[config.mk]
export PLATFORM = sky130hd
export DESIGN_NAME = bcd_addsub_seq
export DESIGN_NICKNAME = d
export VERILOG_FILES = /design/src/rtl/bcd_addsub_seq.sv
export SDC_FILE = /design/constraint.sdc
export NUM_CORES = 1
export LEC_CHECK = 0
export ABC_CLOCK_PERIOD_IN_PS = 3800
export CAP_MARGIN = 20
export CORE_MARGIN = 2
export CORE_UTILIZATION = 40
export CTS_CLUSTER_DIAMETER = 40
export DETAILED_ROUTE_END_ITERATION = 10
export GPL_TIMING_DRIVEN = 0
export MAX_ROUTING_LAYER = met4
export PLACE_DENSITY_LB_ADDON = 0.08
export SLEW_MARGIN = 30
export SYNTH_ARGS = -nofsm -noshare
export SYNTH_HDL_FRONTEND = slang
export SYNTH_SLANG_ARGS = --single-unit
[constraint.sdc]
create_clock -name clk -period 3.8 [get_ports clk]
set_input_delay 0.95 -clock clk [delete_from_list [all_inputs] [get_ports clk]]
set_output_delay 0.95 -clock clk [all_outputs]
set_load 0.005 [all_outputs]
[src/rtl/bcd_addsub_seq.sv]
// bcd_addsub_seq: digit-serial BCD adder/subtractor, one digit per cycle.
// Define BCD_SIGNED_EN to add the FIX pass that returns sign-magnitude results on negative subtraction.
module bcd_addsub_seq #(
    parameter int DIGITS = 4
) (
    input  logic                  clk,
    input  logic                  nrst,
    input  logic                  start,
    input  logic                  op,
    input  logic [4*DIGITS-1:0]   a,
    input  logic [4*DIGITS-1:0]   b,
    output logic                  busy,
    output logic                  done,
    output logic [4*DIGITS-1:0]   s,
    output logic                  cy,
    output logic                  neg,
    output logic                  err
);
    localparam int W = 4*DIGITS;

    typedef enum logic [2:0] {IDLE, CHECK, ADD, FIX, DONE} state_t;

    state_t       state, nxt;
    logic [W-1:0] ra, rb;
    logic         opr, c, bad, dc, last, fix_go;
    logic [3:0]   cnt, x, y, dsum;
    logic [4:0]   t;

    function automatic logic has_bad(input logic [W-1:0] v);
        logic r;
        r = 1'b0;
        for (int i = 0; i < DIGITS; i++) r = r | (v[4*i+:4] > 4'd9);
        return r;
    endfunction

    function automatic logic [W-1:0] nines(input logic [W-1:0] v);
        logic [W-1:0] r;
        r = '0;
        for (int i = 0; i < DIGITS; i++) r[4*i+:4] = 4'd9 - v[4*i+:4];
        return r;
    endfunction

    assign busy = state != IDLE;
    assign done = state == DONE;

    // One shared digit adder: ADD consumes ra/rb, FIX adds carry to the 9's complement of s
    always_comb begin
        x    = state == FIX ? 4'd9 - s[3:0] : ra[3:0];
        y    = state == FIX ? 4'd0 : rb[3:0];
        t    = {1'b0, x} + {1'b0, y} + {4'b0, c};
        dc   = t > 5'd9;
        dsum = dc ? 4'(t + 5'd6) : t[3:0];
        last = cnt == 4'(DIGITS-1);
`ifdef BCD_SIGNED_EN
        fix_go = opr & ~dc;
`else
        fix_go = 1'b0;
`endif
        nxt = state;
        case (state)
            IDLE:    nxt = start ? CHECK : IDLE;
            CHECK:   nxt = bad ? DONE : ADD;
            ADD:     nxt = last ? (fix_go ? FIX : DONE) : ADD;
            FIX:     nxt = last ? DONE : FIX;
            DONE:    nxt = IDLE;
            default: nxt = IDLE;
        endcase
    end

    always_ff @(posedge clk or negedge nrst) begin
        if (!nrst) begin
            state <= IDLE;
            ra    <= '0;
            rb    <= '0;
            opr   <= 1'b0;
            c     <= 1'b0;
            bad   <= 1'b0;
            cnt   <= '0;
            s     <= '0;
            cy    <= 1'b0;
            err   <= 1'b0;
`ifdef BCD_SIGNED_EN
            neg   <= 1'b0;
`endif
        end else begin
            state <= nxt;
            case (state)
                IDLE: if (start) begin
                    ra  <= a;
                    rb  <= op ? nines(b) : b;
                    opr <= op;
                    c   <= op;
                    bad <= has_bad(a) | has_bad(b);
                    cnt <= '0;
                    s   <= '0;
                    cy  <= 1'b0;
                    err <= 1'b0;
`ifdef BCD_SIGNED_EN
                    neg <= 1'b0;
`endif
                end
                CHECK: if (bad) err <= 1'b1;
                ADD: begin
                    s   <= W'({dsum, s} >> 4);
                    ra  <= ra >> 4;
                    rb  <= rb >> 4;
                    c   <= last ? 1'b1 : dc;
                    cnt <= last ? 4'd0 : cnt + 4'd1;
                    if (last) cy <= opr ? ~dc : dc;
                end
`ifdef BCD_SIGNED_EN
                FIX: begin
                    s   <= W'({dsum, s} >> 4);
                    c   <= dc;
                    cnt <= last ? 4'd0 : cnt + 4'd1;
                    neg <= 1'b1;
                end
`endif
                default: ;
            endcase
        end
    end

`ifndef BCD_SIGNED_EN
    assign neg = 1'b0;
`endif
endmodule

==> results of run 1 <==
[per-stage QoR]
stage	TNS (ns)	total power, mW	cells
global placement	-16.35	3.05	483
global route	0	4.02	500
detailed placement	0	3.08	484
finish	0	3.66	500
floorplan	0	2.46	327
CTS	0	3.70	500
[layer usage]
layer	wire length, um	part of all wire
met1	3390	0.46
met2	3520	0.48
met3	341	0.046
met4	151	0.020
met5	0	0
[report_power, final]
group / switching, mW / total [mW] / internal [mW]
sequential: 0.172 / 1.10 / 0.924
combinational: 1.07 / 1.97 / 0.898
clock: 0.244 / 0.601 / 0.357
[cell families (layout without fill, tap and decap cells)]
group | after synthesis | after routing | synth area share
AO/OA/AOI/OAI | 88 | 88 | 0.183
XOR/XNOR | 11 | 11 | 0.0309
adder cells (fa/ha/maj) | 12 | 12 | 0.0531
buffers and inverters | 36 | 107 | 0.0571
flip-flops | 60 | 60 | 0.482
multiplexers | 8 | 8 | 0.0265
other | 1 | 1 | 0.00120
AND/OR/NAND/NOR | 111 | 111 | 0.166
[state kept, by name (all words and copies together) (netlist names)]
name	flops
opr	1
c	1
s	16
bad	1
err	1
state	3
cy	1
rb	16
ra	16
cnt	4
[worst paths after layout]
check	from	endpoint	slack, ns	cells after the start
setup reg to reg	state[2]	s[13]	0.29	14
min in group asynchronous	nrst	cnt[1]	0.52	1
setup / recovery	state[2]	s[13]	0.29	14
hold / removal	ra[9]	ra[9]	0.48	2
hold reg to reg	ra[9]	ra[9]	0.48	2
max in group asynchronous	nrst	c	2.78	2
[final cells by class]
type | instances | area [um2]
fill | 728 | 3640
sequential | 60 | 1500
multi-input combinational | 231 | 1430
timing repair buffer | 55 | 558
clock buffer | 13 | 169
tap | 102 | 128
buffer | 21 | 121
inverter | 15 | 56.3
clock inverter | 3 | 43.8
[Yosys cell counts (3+ instances only)]
cell type / count
a22o_1: 13
and3_1: 3
nor3_1: 3
ha_1: 10
and2_1: 3
clkbuf_1: 4
buf_4: 3
o21ai_0: 30
inv_1: 15
nand4_1: 5
xnor2_1: 7
nor2_1: 40
xor2_1: 4
mux2i_1: 6
a221o_1: 4
nand2_1: 40
dfrtp_1: 60
a21oi_1: 15
nand3_1: 4
or3_1: 3
buf_2: 11
o22ai_1: 12
[worst min-delay path, stage by stage, from the launching register on]
cell,delay [ns]
dfrtp_1,0.34
nand2_1,0.05
nand2_1,0.05
==> out/results.tsv, run 1 <==
metric	value	unit
Reg clk slew, reported paths	0.07	ns
vias in the first global route	2577	
antenna violations before repair	0	
Routed WL	7400	um
Die Span Y	92.2	um
row count	32	
Placer Congestion	0.783	
startpoint types	register	
met2 Use GR	0.307	
Max FO, Critical Path	10	
Slowest cell on crit path	fa_1	
Setup Fix Bufs, Post-CTS	0	
hold_buf cts	0	
CP Class	reg -> reg	
Initial Utilization	0.407	
DRT antenna net count	0	
CTS Buffer Depth	2	
global routing usage on met1	0.251	
CP cell instances	buf_2 -> nand3b_1 -> clkbuf_1 -> nor2_1 -> a21oi_1 -> fa_1 -> inv_1 -> fa_1 -> inv_1 -> ha_1 -> a22o_1 -> or3_1 -> o2111a_1 -> nand2_1	
slowest stage delay, CP	0.57	ns
final hold vios	0	
Root Driver	clkbuf_8	
mapped cell area	3110	um2
IO Count	57	
HPWL after DPL	5590	um
FF+latch count, synth	60	
CTS Buf Count	9	
fin util	0.525	
Die Wd	92.2	um
crit path DAT	3.77	ns
Die ar.	8500	um2
# setup viols final	0	
most common cell after layout, fill and taps aside	dfrtp_1	
Crit. End Element	register	
post-CTS resize count	0	
GR Util All Layers	0.197	
Tightest Pin Transition	0.537	ns
leading area contributor after synthesis	dfrtp_1	
Synth top area share	0.482	
yosys warns	0	
pwr/cell area	913	nW/um2
commonest cells after routing, fill and taps aside	dfrtp_1 (60), clkdlybuf4s50_1 (53), nand2_1 (40), nor2_1 (40), o21ai_0 (30)	
Buf/Inv on CP	4	
final setup margin	0.294	ns
Worst Hold Class	reg -> reg	
Core Region	7650	um2
syn_area_per_cell	9.52	um2
Avg Vias per Cell	5.28	
placed cell area	3800	um2
worst-skew pair later-pin latency	0.33	ns
post-synthesis async set-or-reset flop share	1.00	
area delta synth->final	28.9	%
Distinct cells, synth	48	
status	finished, final reports clean	
via count	2638	
Slew HR	0.639	
fin crit share	0.923	
Post-synth EDFFs	0	
post-place setup slack	0.323	ns
GRT Residual Overflow	0	
met3 Use GR	0.0337	
post-layout min period	3.51	ns
top cells by area, synth	dfrtp_1 (48%), nand2_1 (4.8%), nor2_1 (4.8%)	
Final Cell Area	4010	um2
Layout Nets	441	
global route hottest layer	met2	
clk sink count	60	
family with the most delay on the worst path	adder cells	
Clock Skew	0.00800	ns
number of DRC markers in iteration 0	107	
worst hold slack	0.476	ns
Cells after Synth	327	
Post-Syn Nets	375	
ratio of cells with drive above 1 in the final layout	0.108	
RSZ-0062 raised after global routing	no	
first-pass GRT wire length	12500	um
Residual DRC	0	
largest net degree at the start of global routing	36	
1st-pass router iterations	4	
max-slew violations	0	
fmax	0.285	GHz
Max Cap Viol	0	
H-Tree Depth	3	
CTS tree	done	
Seq/Total Area, Yosys	0.482	
n_diodes	0	
P_leak	1.81	nW
CP Data Required Time	4.07	ns
drt wl/cell	14.8	um
PortBufs	54	
Synth Flop Type	dfrtp_1	
VDD IR max	0.270	mV
Note: power is estimated with default switching activity, not from simulation.
==> inputs of run 2 (changes only) <==
REMOVE_ABC_BUFFERS = 1   (was not set)
SETUP_SLACK_MARGIN = 0.05   (was not set)
==> run 2 against run 1 <==
  * Final cell count is 4.0% lower
  * Count of clock-buffer cells in the layout down 1
  * Worst hold slack better by 0.0015 ns
  * Sequential power about the same
  * Clock power fell by 24%
  * Die area did not move
  * Setup slack improved by 0.18 ns
  * Sequential share of layout area up 0.95 points
  * Critical path depth is 3 lower
  * Total power is 5.2% lower
  * Highest routed layer unchanged
==> out/results.tsv, run 2 (synthesized netlist as in run 1, its figures left out) <==
metric	value	unit	change
status	finished, final reports clean		
fin util	0.512		-0.0129
Worst Hold Class	in -> async		
slowest stage delay, CP	0.58	ns	about the same
final hold vios	0		unchanged
FF/Latch Area	1500	um2	unchanged
clk sink count	60		unchanged
PortBufs	55		+1.9%
Layout Nets	425		-3.6%
Max FO, Critical Path	12		+2
fin crit share	0.876		-0.0461
DRT antenna net count	0		unchanged
Total Power	3.47	mW	-5.2%
Reg clk slew, reported paths	0.06	ns	about the same
GR Util All Layers	0.187		-0.0103
Root Driver	clkbuf_8		
max-slew violations	0		unchanged
most common cell after layout, fill and taps aside	dfrtp_1		
commonest cells after routing, fill and taps aside	dfrtp_1 (60), clkdlybuf4s50_1 (54), nand2_1 (40), nor2_1 (40), o21ai_0 (30)		
P_leak	1.74	nW	-3.8%
Placer Congestion	0.836		+6.7%
CP Data Required Time	4.06	ns	about the same
CTS Buf Count	9		unchanged
vias in the first global route	2478		-3.8%
Avg Vias per Cell	5.23		-0.81%
# setup viols final	0		unchanged
largest net degree at the start of global routing	49		+36%
Die ar.	8500	um2	unchanged
hold_buf cts	0		unchanged
Core Region	7650	um2	unchanged
IO Count	57		unchanged
Setup Fix Bufs, Post-CTS	0		unchanged
Initial Utilization	0.407		unchanged
crit path DAT	3.59	ns	-0.18 ns
Residual DRC	0		unchanged
via count	2512		-4.8%
Slowest cell on crit path	fa_1		
CP Class	reg -> reg		
largest registers	ra (16), rb (16), s (16)		
fmax	0.300	GHz	+5.3%
VDD IR max	0.271	mV	+0.43%
post-layout min period	3.33	ns	-0.175 ns
Layout fillers	766		+5.2%
Slew HR	0.438		-0.202
pwr/cell area	888	nW/um2	-2.8%
startpoint types	register		
antenna violations before repair	0		unchanged
Crit. End Element	register		
Max Cap Viol	0		unchanged
ratio of cells with drive above 1 in the final layout	0.0741		-0.0340
Clock Skew	0.00335	ns	-0.00465 ns
number of DRC markers in iteration 0	88		-18%
HPWL after DPL	5010	um	-10%
worst-skew pair later-pin latency	0.32	ns	about the same
drt wl/cell	14.6	um	-1.2%
area delta synth->final	25.7	%	
post-CTS resize count	0		unchanged
CTS tree	done		
Final Cell Area	3910	um2	-2.5%
CTS Buffer Depth	2		unchanged
GRT Residual Overflow	0		unchanged
Routed WL	7020	um	-5.2%
n_diodes	0		unchanged
area of the multi-input gates	1450	um2	+1.0%
post-place setup slack	0.476	ns	+0.153 ns
placed cell area	3770	um2	-0.82%
row count	32		unchanged
Die Span Y	92.2	um	unchanged
RSZ-0062 raised after global routing	no		
setup TNS	0	ns	unchanged
H-Tree Depth	3		unchanged
Tightest Pin Transition	0.841	ns	+0.304 ns
1st-pass router iterations	4		unchanged
final setup margin	0.470	ns	+0.175 ns
Die Wd	92.2	um	unchanged
CP cell instances	nand3b_1 -> a21oi_1 -> fa_1 -> inv_1 -> fa_1 -> inv_1 -> ha_1 -> a22o_1 -> or3_1 -> o2111a_1 -> nand2_1		
first-pass GRT wire length	11900	um	-4.6%
[run 2: changes by cell type in the layout (fill, tap and decap cells not counted), moves of 2 or more]
cell,change
clkbuf_8,-3
buf_4,-2
buf_2,-11
buf_16,+2
clkbuf_1,-3
[run 2: final cells by class]
type	count	area share
multi-input combinational	231	0.370
timing repair buffer	60	0.162
sequential	60	0.384
clock buffer	12	0.0371
tap	102	0.0326
inverter	15	0.0144
[run 2: final timing paths]
path | start | end | slack [ns] | cells after the start
max in group asynchronous | nrst | rb[2] | 2.83 | 2
max | state[2] | s[13] | 0.47 | 11
min | nrst | ra[6] | 0.48 | 1
min in group clk | rb[5] | rb[1] | 0.48 | 2
min reg2reg | rb[5] | rb[1] | 0.48 | 2
max reg2reg | state[2] | s[13] | 0.47 | 11
[run 2: critical path, delay by kind of cell, from the launching register on]
kind,cells,cell delay [ns]
flops,1,0.52
buf+inv,2,0.11
fa+ha+maj,3,1.00
compound gates,3,0.80
simple gates,3,0.82
[run 2: through the flow]
stage                     hold slack [ns]  std cells
after detailed placement            0.464        468
after global routing                0.460        480
after floorplan                     0.447        306
final                               0.477        480
after global placement              0.459        463
after CTS                           0.461        480
[run 2: power breakdown]
part	switching [mW]	internal, mW	total [mW]	leakage (nW)
Combinational	1.01	0.880	1.89	0.912
Clock	0.216	0.240	0.456	0.0743
Sequential	0.204	0.926	1.13	0.755
[run 2: layer usage]
layer  vias up  wire [um]  GRT usage
li1       1236          -          -
met1      1227       3260      0.230
met2        42       3450      0.303
met3         7        246     0.0567
met4         0         57     0.0448
met5         -          0          -
